`config.mk`:
```
export PLATFORM = sky130hd
export DESIGN_NAME = spi_regfile
export DESIGN_NICKNAME = d
export VERILOG_FILES = /design/src/rtl/spi_regfile.sv
export SDC_FILE = /design/constraint.sdc
export NUM_CORES = 1
export LEC_CHECK = 0
export ABC_AREA = 1
export BUFFER_PORTS_ARGS = -buffer_cell sky130_fd_sc_hd__buf_2
export CORE_UTILIZATION = 35
export CTS_CLUSTER_SIZE = 20
export DETAILED_ROUTE_END_ITERATION = 10
export SETUP_SLACK_MARGIN = 0.4
export SKIP_LAST_GASP = 1
export SLEW_MARGIN = 40
export SYNTH_ARGS = -nofsm -noshare
export SYNTH_HDL_FRONTEND = slang
export SYNTH_SLANG_ARGS = --single-unit
```
`constraint.sdc`:
```
create_clock -name clk -period 4.4 [get_ports clk]
set_input_delay 0.44 -clock clk [delete_from_list [all_inputs] [get_ports clk]]
set_output_delay 0.44 -clock clk [all_outputs]
set_load 0.05 [all_outputs]
```
`src/rtl/spi_regfile.sv`:
```
// spi_regfile: SPI mode-0 peripheral that owns a small register file.
// Frame = R/W bit (1 = write) + ADDR_W address bits + DATA_W data bits, MSB first.
// Writes commit when cs_n rises, and only if the whole frame arrived.
// The optional read-back path is enabled by defining SPI_READBACK_EN.
module spi_regfile #(
  parameter int ADDR_W   = 7,
  parameter int DATA_W   = 8,
  parameter int NUM_REGS = 5
) (
  input  logic                         clk,
  input  logic                         rst_n,
  input  logic                         sclk_raw,
  input  logic                         mosi_raw,
  input  logic                         cs_n_raw,
  output logic                         miso,
  output logic                         miso_oe,
  output logic [NUM_REGS*DATA_W-1:0]   regs_flat,
  output logic                         wr_pulse,
  output logic [ADDR_W-1:0]            wr_addr,
  output logic                         frame_err
);

  localparam int FL    = 1 + ADDR_W + DATA_W;
  localparam int CNT_W = $clog2(FL + 1);
  localparam logic [ADDR_W:0] NREGS = (ADDR_W + 1)'(NUM_REGS);

  typedef enum logic [1:0] {IDLE, CMD, DATA, DONE} state_t;

  state_t              state, state_nxt;
  logic                sclk_p0, sclk_p1, sclk_p2;
  logic                mosi_p0, mosi_p1;
  logic                cs_n_p0, cs_n_p1;
  logic [1:0]          rdy_p;
  logic                armed;
  logic                sclk_rise;
  logic [FL-1:0]       shreg;
  logic [CNT_W-1:0]    bitcnt;
  logic [DATA_W-1:0]   regs [NUM_REGS];
  logic                frm_rw;
  logic [ADDR_W-1:0]   frm_addr;
  logic [DATA_W-1:0]   frm_data;
  logic                addr_ok;
  logic                commit;
  logic                discard;

  // Two-flop synchronisers plus one extra SCLK stage for edge detection
  always_ff @(posedge clk or negedge rst_n) begin
    if (!rst_n) begin
      sclk_p0 <= 1'b0;
      sclk_p1 <= 1'b0;
      sclk_p2 <= 1'b0;
      mosi_p0 <= 1'b0;
      mosi_p1 <= 1'b0;
      cs_n_p0 <= 1'b1;
      cs_n_p1 <= 1'b1;
    end else begin
      sclk_p0 <= sclk_raw;
      sclk_p1 <= sclk_p0;
      sclk_p2 <= sclk_p1;
      mosi_p0 <= mosi_raw;
      mosi_p1 <= mosi_p0;
      cs_n_p0 <= cs_n_raw;
      cs_n_p1 <= cs_n_p0;
    end
  end

  // Arm frame start only once cs_n has been seen high after reset, so a
  // chip select already low at reset release cannot start a frame
  always_ff @(posedge clk or negedge rst_n) begin
    if (!rst_n) begin
      rdy_p <= 2'b00;
      armed <= 1'b0;
    end else begin
      rdy_p <= {rdy_p[0], 1'b1};
      if (rdy_p[1] && cs_n_p1) armed <= 1'b1;
    end
  end

  assign sclk_rise = sclk_p1 & ~sclk_p2;

  assign frm_rw   = shreg[FL-1];
  assign frm_addr = shreg[FL-2 -: ADDR_W];
  assign frm_data = shreg[DATA_W-1:0];
  assign addr_ok  = ({1'b0, frm_addr} < NREGS);

  // Frame state register
  always_ff @(posedge clk or negedge rst_n) begin
    if (!rst_n) state <= IDLE;
    else        state <= state_nxt;
  end

  // Next state, plus commit/discard decisions taken when cs_n rises
  always_comb begin
    state_nxt = state;
    commit    = 1'b0;
    discard   = 1'b0;
    if (cs_n_p1) begin
      state_nxt = IDLE;
      if (state == DONE)      commit  = frm_rw & addr_ok;
      else if (state != IDLE) discard = (bitcnt != '0);
    end else begin
      case (state)
        IDLE:    if (armed) state_nxt = CMD;
        CMD:     if (sclk_rise && bitcnt == CNT_W'(ADDR_W)) state_nxt = DATA;
        DATA:    if (sclk_rise && bitcnt == CNT_W'(FL - 1)) state_nxt = DONE;
        default: state_nxt = state;
      endcase
    end
  end

  // Input shifter and bit counter; cleared whenever the FSM (re)enters IDLE
  always_ff @(posedge clk or negedge rst_n) begin
    if (!rst_n) begin
      shreg  <= '0;
      bitcnt <= '0;
    end else if (state_nxt == IDLE) begin
      shreg  <= '0;
      bitcnt <= '0;
    end else if (sclk_rise && (state == CMD || state == DATA)) begin
      shreg  <= {shreg[FL-2:0], mosi_p1};
      bitcnt <= bitcnt + CNT_W'(1);
    end
  end

  // Register file update and the write/error strobes
  always_ff @(posedge clk or negedge rst_n) begin
    if (!rst_n) begin
      for (int i = 0; i < NUM_REGS; i++) regs[i] <= '0;
      wr_addr   <= '0;
      wr_pulse  <= 1'b0;
      frame_err <= 1'b0;
    end else begin
      wr_pulse  <= commit;
      frame_err <= discard;
      if (commit) begin
        wr_addr <= frm_addr;
        for (int i = 0; i < NUM_REGS; i++) begin
          if (frm_addr == ADDR_W'(i)) regs[i] <= frm_data;
        end
      end
    end
  end

  genvar g;
  generate
    for (g = 0; g < NUM_REGS; g++) begin : g_flat
      assign regs_flat[g*DATA_W +: DATA_W] = regs[g];
    end
  endgenerate

`ifdef SPI_READBACK_EN
  logic              sclk_fall;
  logic [DATA_W-1:0] rd_val;
  logic [DATA_W-1:0] tx_sh;

  assign sclk_fall = ~sclk_p1 & sclk_p2;

  // Addressed register for read-back; unimplemented addresses read as 0.
  // After 1+ADDR_W bits the low shreg bits hold the address.
  always_comb begin
    rd_val = '0;
    for (int i = 0; i < NUM_REGS; i++) begin
      if (shreg[ADDR_W-1:0] == ADDR_W'(i)) rd_val = regs[i];
    end
  end

  // Output shifter: load on the SCLK fall after the last address bit of a
  // read, then shift left on every later fall
  always_ff @(posedge clk or negedge rst_n) begin
    if (!rst_n) begin
      tx_sh <= '0;
    end else if (state_nxt == IDLE) begin
      tx_sh <= '0;
    end else if (sclk_fall) begin
      if (state == DATA && bitcnt == CNT_W'(1 + ADDR_W) && !shreg[ADDR_W])
        tx_sh <= rd_val;
      else
        tx_sh <= {tx_sh[DATA_W-2:0], 1'b0};
    end
  end

  assign miso_oe = (state != IDLE);
  assign miso    = miso_oe & tx_sh[DATA_W-1];
`else
  assign miso    = 1'b0;
  assign miso_oe = 1'b0;
`endif

endmodule

```
Word level (Yosys, flattened, before mapping):

Cells that the tools add are included.

* output and inout port bits: 51
* register bits after elaboration: 82
* logic and storage cells: 64

* reduce and logical (&&, ||, !) cells: 16
* add/sub/neg operators: 1
* magnitude comparators: 1
* bitwise operators: 3
* multiplexer cells: 14
* eq/ne operators: 9

Operator list (number)
* $mux W16: 2
* $eq A7 B2 Y1 const B: 2
* $mux W5: 2
* $reduce_and A2 Y1: 5
* $mux W2: 4
* $eq A7 B1 Y1 const B: 1
* $eq A7 B3 Y1 const B: 1
* $logic_not A7 Y1: 1
* $lt A7 B3 Y1 const B: 1
* $pmux W2 S3: 1
* $add A5 B1 Y5 const B: 1
* $eq A5 B3 Y1 const B: 1
* $eq A5 B4 Y1 const B: 1
* $mux W1: 5
* $reduce_bool A5 Y1: 1
* $eq A2 B2 Y1 const B: 2
* $logic_and A1 B1 Y1: 4
* $logic_not A2 Y1: 2
* $reduce_bool A2 Y1: 2
* $and A1 B1 Y1: 2
* $eq A2 B1 Y1 const B: 1
* $logic_or A1 B1 Y1: 1
* $not A1 Y1: 1

Depth between registers and ports, before layout:

* word-level depth: 8
* depth in mapped cells: 11
* gate-level depth less buffers: 10

Worst setup path after synthesis:

Ideal clock, no wire load.

* kind: reg2reg
* from: register state[0]
* to: register bitcnt[0]
* setup slack: 2.779 ns
* data required time: 4.267 ns
* buffers on the path: 1
* cell stages (with the launch flop): 9
* period minus slack after synthesis: 1.621 ns
* arrival time: 1.488 ns
* library setup time: 0.133 ns
* cell sequence: dfrtp_1 > inv_1 > ha_1 > or2_2 > inv_1 > nand3_1 > nand2_1 > clkbuf_1 > a21oi_1

* word-level cells in the longest chain between the ends: 5

RTL lines
* start, declared: line 29 `state_t state, state_nxt;`
* start signal, assigned: line 89 `else state <= state_nxt;`
* $eq A2 B2 Y1 (tied with other cells): line 102, 119
* $pmux W2 S3: line 102 `case (state)`
* $mux W2: line 97 `if (cs_n_p1) begin`
* $logic_not A2 Y1: line 116 `end else if (state_nxt == IDLE) begin`
* $mux W5 / $reduce_bool A2 Y1 (equally long branches)
* end signal, assigned: line 121 `bitcnt <= bitcnt + CNT_W'(1);`
* end, declared: line 37 `logic [CNT_W-1:0] bitcnt;`

Several ways; a longest one is shown, not always the timed one.
A chain may end at the register's enable or synchronous reset.

Final worst setup path:

* from: register state[0]
* to: register shreg[7]

* word-level cells in the longest chain between the ends: 5

RTL lines
* $eq A2 B2 Y1 (tied with other cells): line 102, 119
* $pmux W2 S3: line 102
* $mux W2: line 97
* $logic_not A2 Y1: line 116
* $mux W16 / $reduce_bool A2 Y1 (equally long branches)
* end signal, assigned: line 120 `shreg <= {shreg[FL-2:0], mosi_p1};`
* end, declared: line 36 `logic [FL-1:0] shreg;`

Several ways; a longest one is shown, not always the timed one.

==> results summary <==
During placement, the flow inserted port buffers numbering 53. The total detailed-routing wirelength came out at 6850 um. Entering global routing, the biggest net connects 83 pins. The number of placed cells counting well taps came out at about 520.

The async set-or-reset flop fraction in the synthesized netlist came out at 1.00. The maximum net fanout on the critical path came out at 22. The shortest clock period the worst path allows after layout is 2150 ps.

The clock transition time at the flip-flop clock pins of the worst setup and hold paths is 90 ps. The run finished with clean final reports. The kind of launch point of the worst setup path is a flop.

The repair_antennas step left the layout with diodes totalling 0. Of the total synthesized cell area, the portion taken by full adders, half adders and majority gates is 0.0256. The number of top-level pins is 56. The count of flip-flops with a built-in enable after synthesis came out at 0. The worst setup path is captured at a flop. The die covers 0.0102 mm^2. IR analysis of the VDD net gives a maximum drop of about 0.00013 V. Setup repair after global routing left no endpoint under its margin.

The number of max-slew violations in the final report is 0. The static power due to leakage came out at between 1.5 and 2 nW. The ratio of final minimum period to clock period is 0.489.

The violation count after the first detailed-route iteration is between 100 and 150. The count of distinct cell types in the synthesized netlist came out at 30. The number of setup buffers added after CTS came out at 0.

The path type of the worst setup path is flop to flop. The instance area at placement came out at approximately 0.0038 mm^2. The clock latency reported for the late side of the worst-skew pair is 360 ps. In the synthesized netlist the dominant register cell turns out to be sky130_fd_sc_hd__dfrtp_1. The transition at the pin with the smallest max-transition slack came out at 802 ps. After synthesis, the cell types taking the most area are sky130_fd_sc_hd__dfrtp_1, sky130_fd_sc_hd__nand2_1, sky130_fd_sc_hd__inv_1, sky130_fd_sc_hd__o21ai_1, sky130_fd_sc_hd__a21oi_1. The post-route non-filler standard cell count is 539.

The number of levels the H-tree was split into is 3. The number of antenna violations at the first check in global routing is 0. In the final layout, the share of cells above drive strength 1 is 0.244.

After detailed routing, the number of vias per cell comes to 4.44. The fraction of post-synthesis cell area in the top cell type by area is 0.585. Counting instances, the worst hold path has a depth of 1.

The starting utilization of the core area is 0.365. Of the total synthesized cell area, the portion taken by AND, OR, NAND and NOR gates is 0.147. The area of the core region is 0.00937 mm^2. Detailed routing inserted a total of 2,392 vias. The max-cap check violation count came out at 0. After synthesis, the mean cell area works out to 9.73 um^2.

The compound-cell area share of the yosys netlist is 0.131. The DRC violation count after routing came out at 0. Measured in cells, the most critical reg-to-reg path has a length of 9. The global-route total usage across every layer came out at 0.144. The power per cell area came out at 337 mW/mm^2.

In this run the critical register-to-register path is launched from state[0]. The post-route clock skew is 9.53 ps. The worst-case headroom to the max-slew limit is 0.464. sky130_fd_sc_hd__dfrtp_1 takes more of the synthesized area than any other cell. The number of clock buffers added by TritonCTS is 9. The data required time of the worst path came out at approximately 4600 ps. In this run the deepest clock path goes through 2 buffers. The routability congestion estimate from global placement is 0.798.

The mux cell area share after synthesis is 0. After synthesis the cells add up to ~0.0034 mm^2. The startpoint identified for the worst hold timing path is cs_n_raw. The via count of the first global-routing pass came out at 2,252. The number of detailed-route iterations in the first pass is 5. The number of flip-flops and latches in the synthesized netlist came out at 82. The maximum frequency from static timing analysis is 465 MHz. The half-perimeter wire length after placement came out at 4330 um. By area, the combinational part of the netlist is dominated by simple AND/OR/NAND/NOR gates.

The post-synthesis instance total came out at approximately 350. CTS placed an instance of sky130_fd_sc_hd__clkbuf_8 at the clock tree root. The number of warnings reported in the yosys synthesis log came out at 0. Of the total synthesized cell area, the portion taken by XOR and XNOR cells is 0.00767. The final design area excluding fillers is 0.00399 mm^2. TritonCTS built the clock tree. The clock net in this run drives a total of 82 sinks. The aggregate global routing overflow came out at 0. The sequential element share of the synthesized area came out at 0.600.

The net count reported at finish came out at 417. After detailed routing, the average wire length per cell comes to 12.7 um. The final count of hold timing violations came to 0. The area growth from synthesis to layout is 16.6%. Post-CTS repair changed the size of 0 cells. The count of antenna-violating nets left after detailed routing is 0. The standard-cell row count is 35. By count the netlist is led by sky130_fd_sc_hd__dfrtp_1, sky130_fd_sc_hd__nand2_1, sky130_fd_sc_hd__inv_1. The launch point of the critical path is state[0]. Among all cell types in the netlist, the one instantiated most often is sky130_fd_sc_hd__dfrtp_1.

The class of the most critical hold timing path is input port to flop. The die is 101 um tall. The final sum of negative setup slack came out at 0 ps. The critical path arrival came out at ~2400 ps. The floorplan step set the die width to 101 um.

Setup violations remaining at the end of the flow were counted as 0. The first global-routing pass estimated 11,200 um of wire.
state kept, by name, indices dropped and copies added, names as in the netlist:
name / cells
armed: 1
bitcnt: 5
cs_n_p0: 1
cs_n_p1: 1
frame_err: 1
mosi_p0: 1
mosi_p1: 1
rdy_p: 2
regs_flat: 40
sclk_p0: 1
sclk_p1: 1
sclk_p2: 1
shreg: 16
state: 2
wr_addr: 7
wr_pulse: 1
worst max-delay path, cell delays in order (launching register included):
cell                      delay (ps)
sky130_fd_sc_hd__dfrtp_1         420
sky130_fd_sc_hd__inv_1            90
sky130_fd_sc_hd__ha_1            220
sky130_fd_sc_hd__or2_2           310
sky130_fd_sc_hd__nor2_1           90
sky130_fd_sc_hd__nand2_1          60
sky130_fd_sc_hd__nand2_1          50
sky130_fd_sc_hd__nand2_1          50
sky130_fd_sc_hd__nand2_1         570
sky130_fd_sc_hd__a21oi_1         140
report_power, final:
part | switching, mW | internal, mW | leakage (nW)
registers | 0.00335 | 0.759 | 1.12
logic | 0.0358 | 0.0110 | 0.768
clock network | 0.312 | 0.222 | 0.0962
logic make-up (layout without fill, tap and decap cells):
logic type	count (synthesis)	after routing
AO/OA/AOI/OAI	83	83
AND/OR/NAND/NOR	110	110
adder cells (fa/ha/maj)	7	7
buffers and inverters	65	122
flip-flops	82	82
other	2	3
XOR/XNOR	3	3
through the flow:
step	worst slack, ps	hold WS (ps)	utilization	total power [mW]
2_1_floorplan	2780	144	-	0.801
3_3_place_gp	2260	332	0.401	0.820
3_5_place_dp	2310	336	0.401	0.822
4_1_cts	2280	142	0.422	1.36
5_1_grt	2070	143	0.426	1.40
6_report	2250	174	0.426	1.34
cells in the final DEF (no fill, tap or decap), drive strengths merged:
| cell | instances |
|---|---|
| dfstp | 2 |
| or2 | 1 |
| nand4 | 1 |
| o21ai | 60 |
| nor3 | 3 |
| clkinvlp | 1 |
| xor2 | 3 |
| dlygate4sd3 | 1 |
| nor4 | 2 |
| inv | 56 |
| conb | 3 |
| clkinv | 1 |
| nor4b | 1 |
| dfrtp | 80 |
| clkbuf | 9 |
| buf | 54 |
| nor2 | 11 |
| a21o | 1 |
| nand3 | 6 |
| nand2 | 85 |
| a21oi | 22 |
| ha | 7 |
path summary, 6_finish.rpt:
| path | slack (ps) | to |
|---|---|---|
| worst max register to register | 2250 | shreg[7] |
| worst min register to register | 350 | rdy_p[1] |
| max in group asynchronous | 3280 | cs_n_p0 |
| worst min-delay path | 170 | cs_n_p0 |
| worst max-delay path | 2250 | shreg[7] |
| min in group asynchronous | 490 | regs_flat[24] |
layer usage:
metal	vias to the layer above	wire length [um]	global-route usage
met3	4	245	0.0402
met5	-	0	0
met1	1133	3290	0.191
met2	42	3260	0.227
met4	0	55	0.0535
li1	1213	-	-
cell type report:
class / instances / area, um^2
Clock inverter: 7 / 67.6
Fill cell: 937 / 5380
Sequential cell: 82 / 2050
Multi-Input combinational cell: 206 / 1080
Timing Repair Buffer: 55 / 309
Tap cell: 129 / 161
Clock buffer: 9 / 124
Inverter: 51 / 196
timing repair:
item,in CTS,in global routing
endpoints found under the hold margin,0,22
hold buffers,0,1
endpoints found under the setup margin,0,0
(Power assumes the default switching activity.)
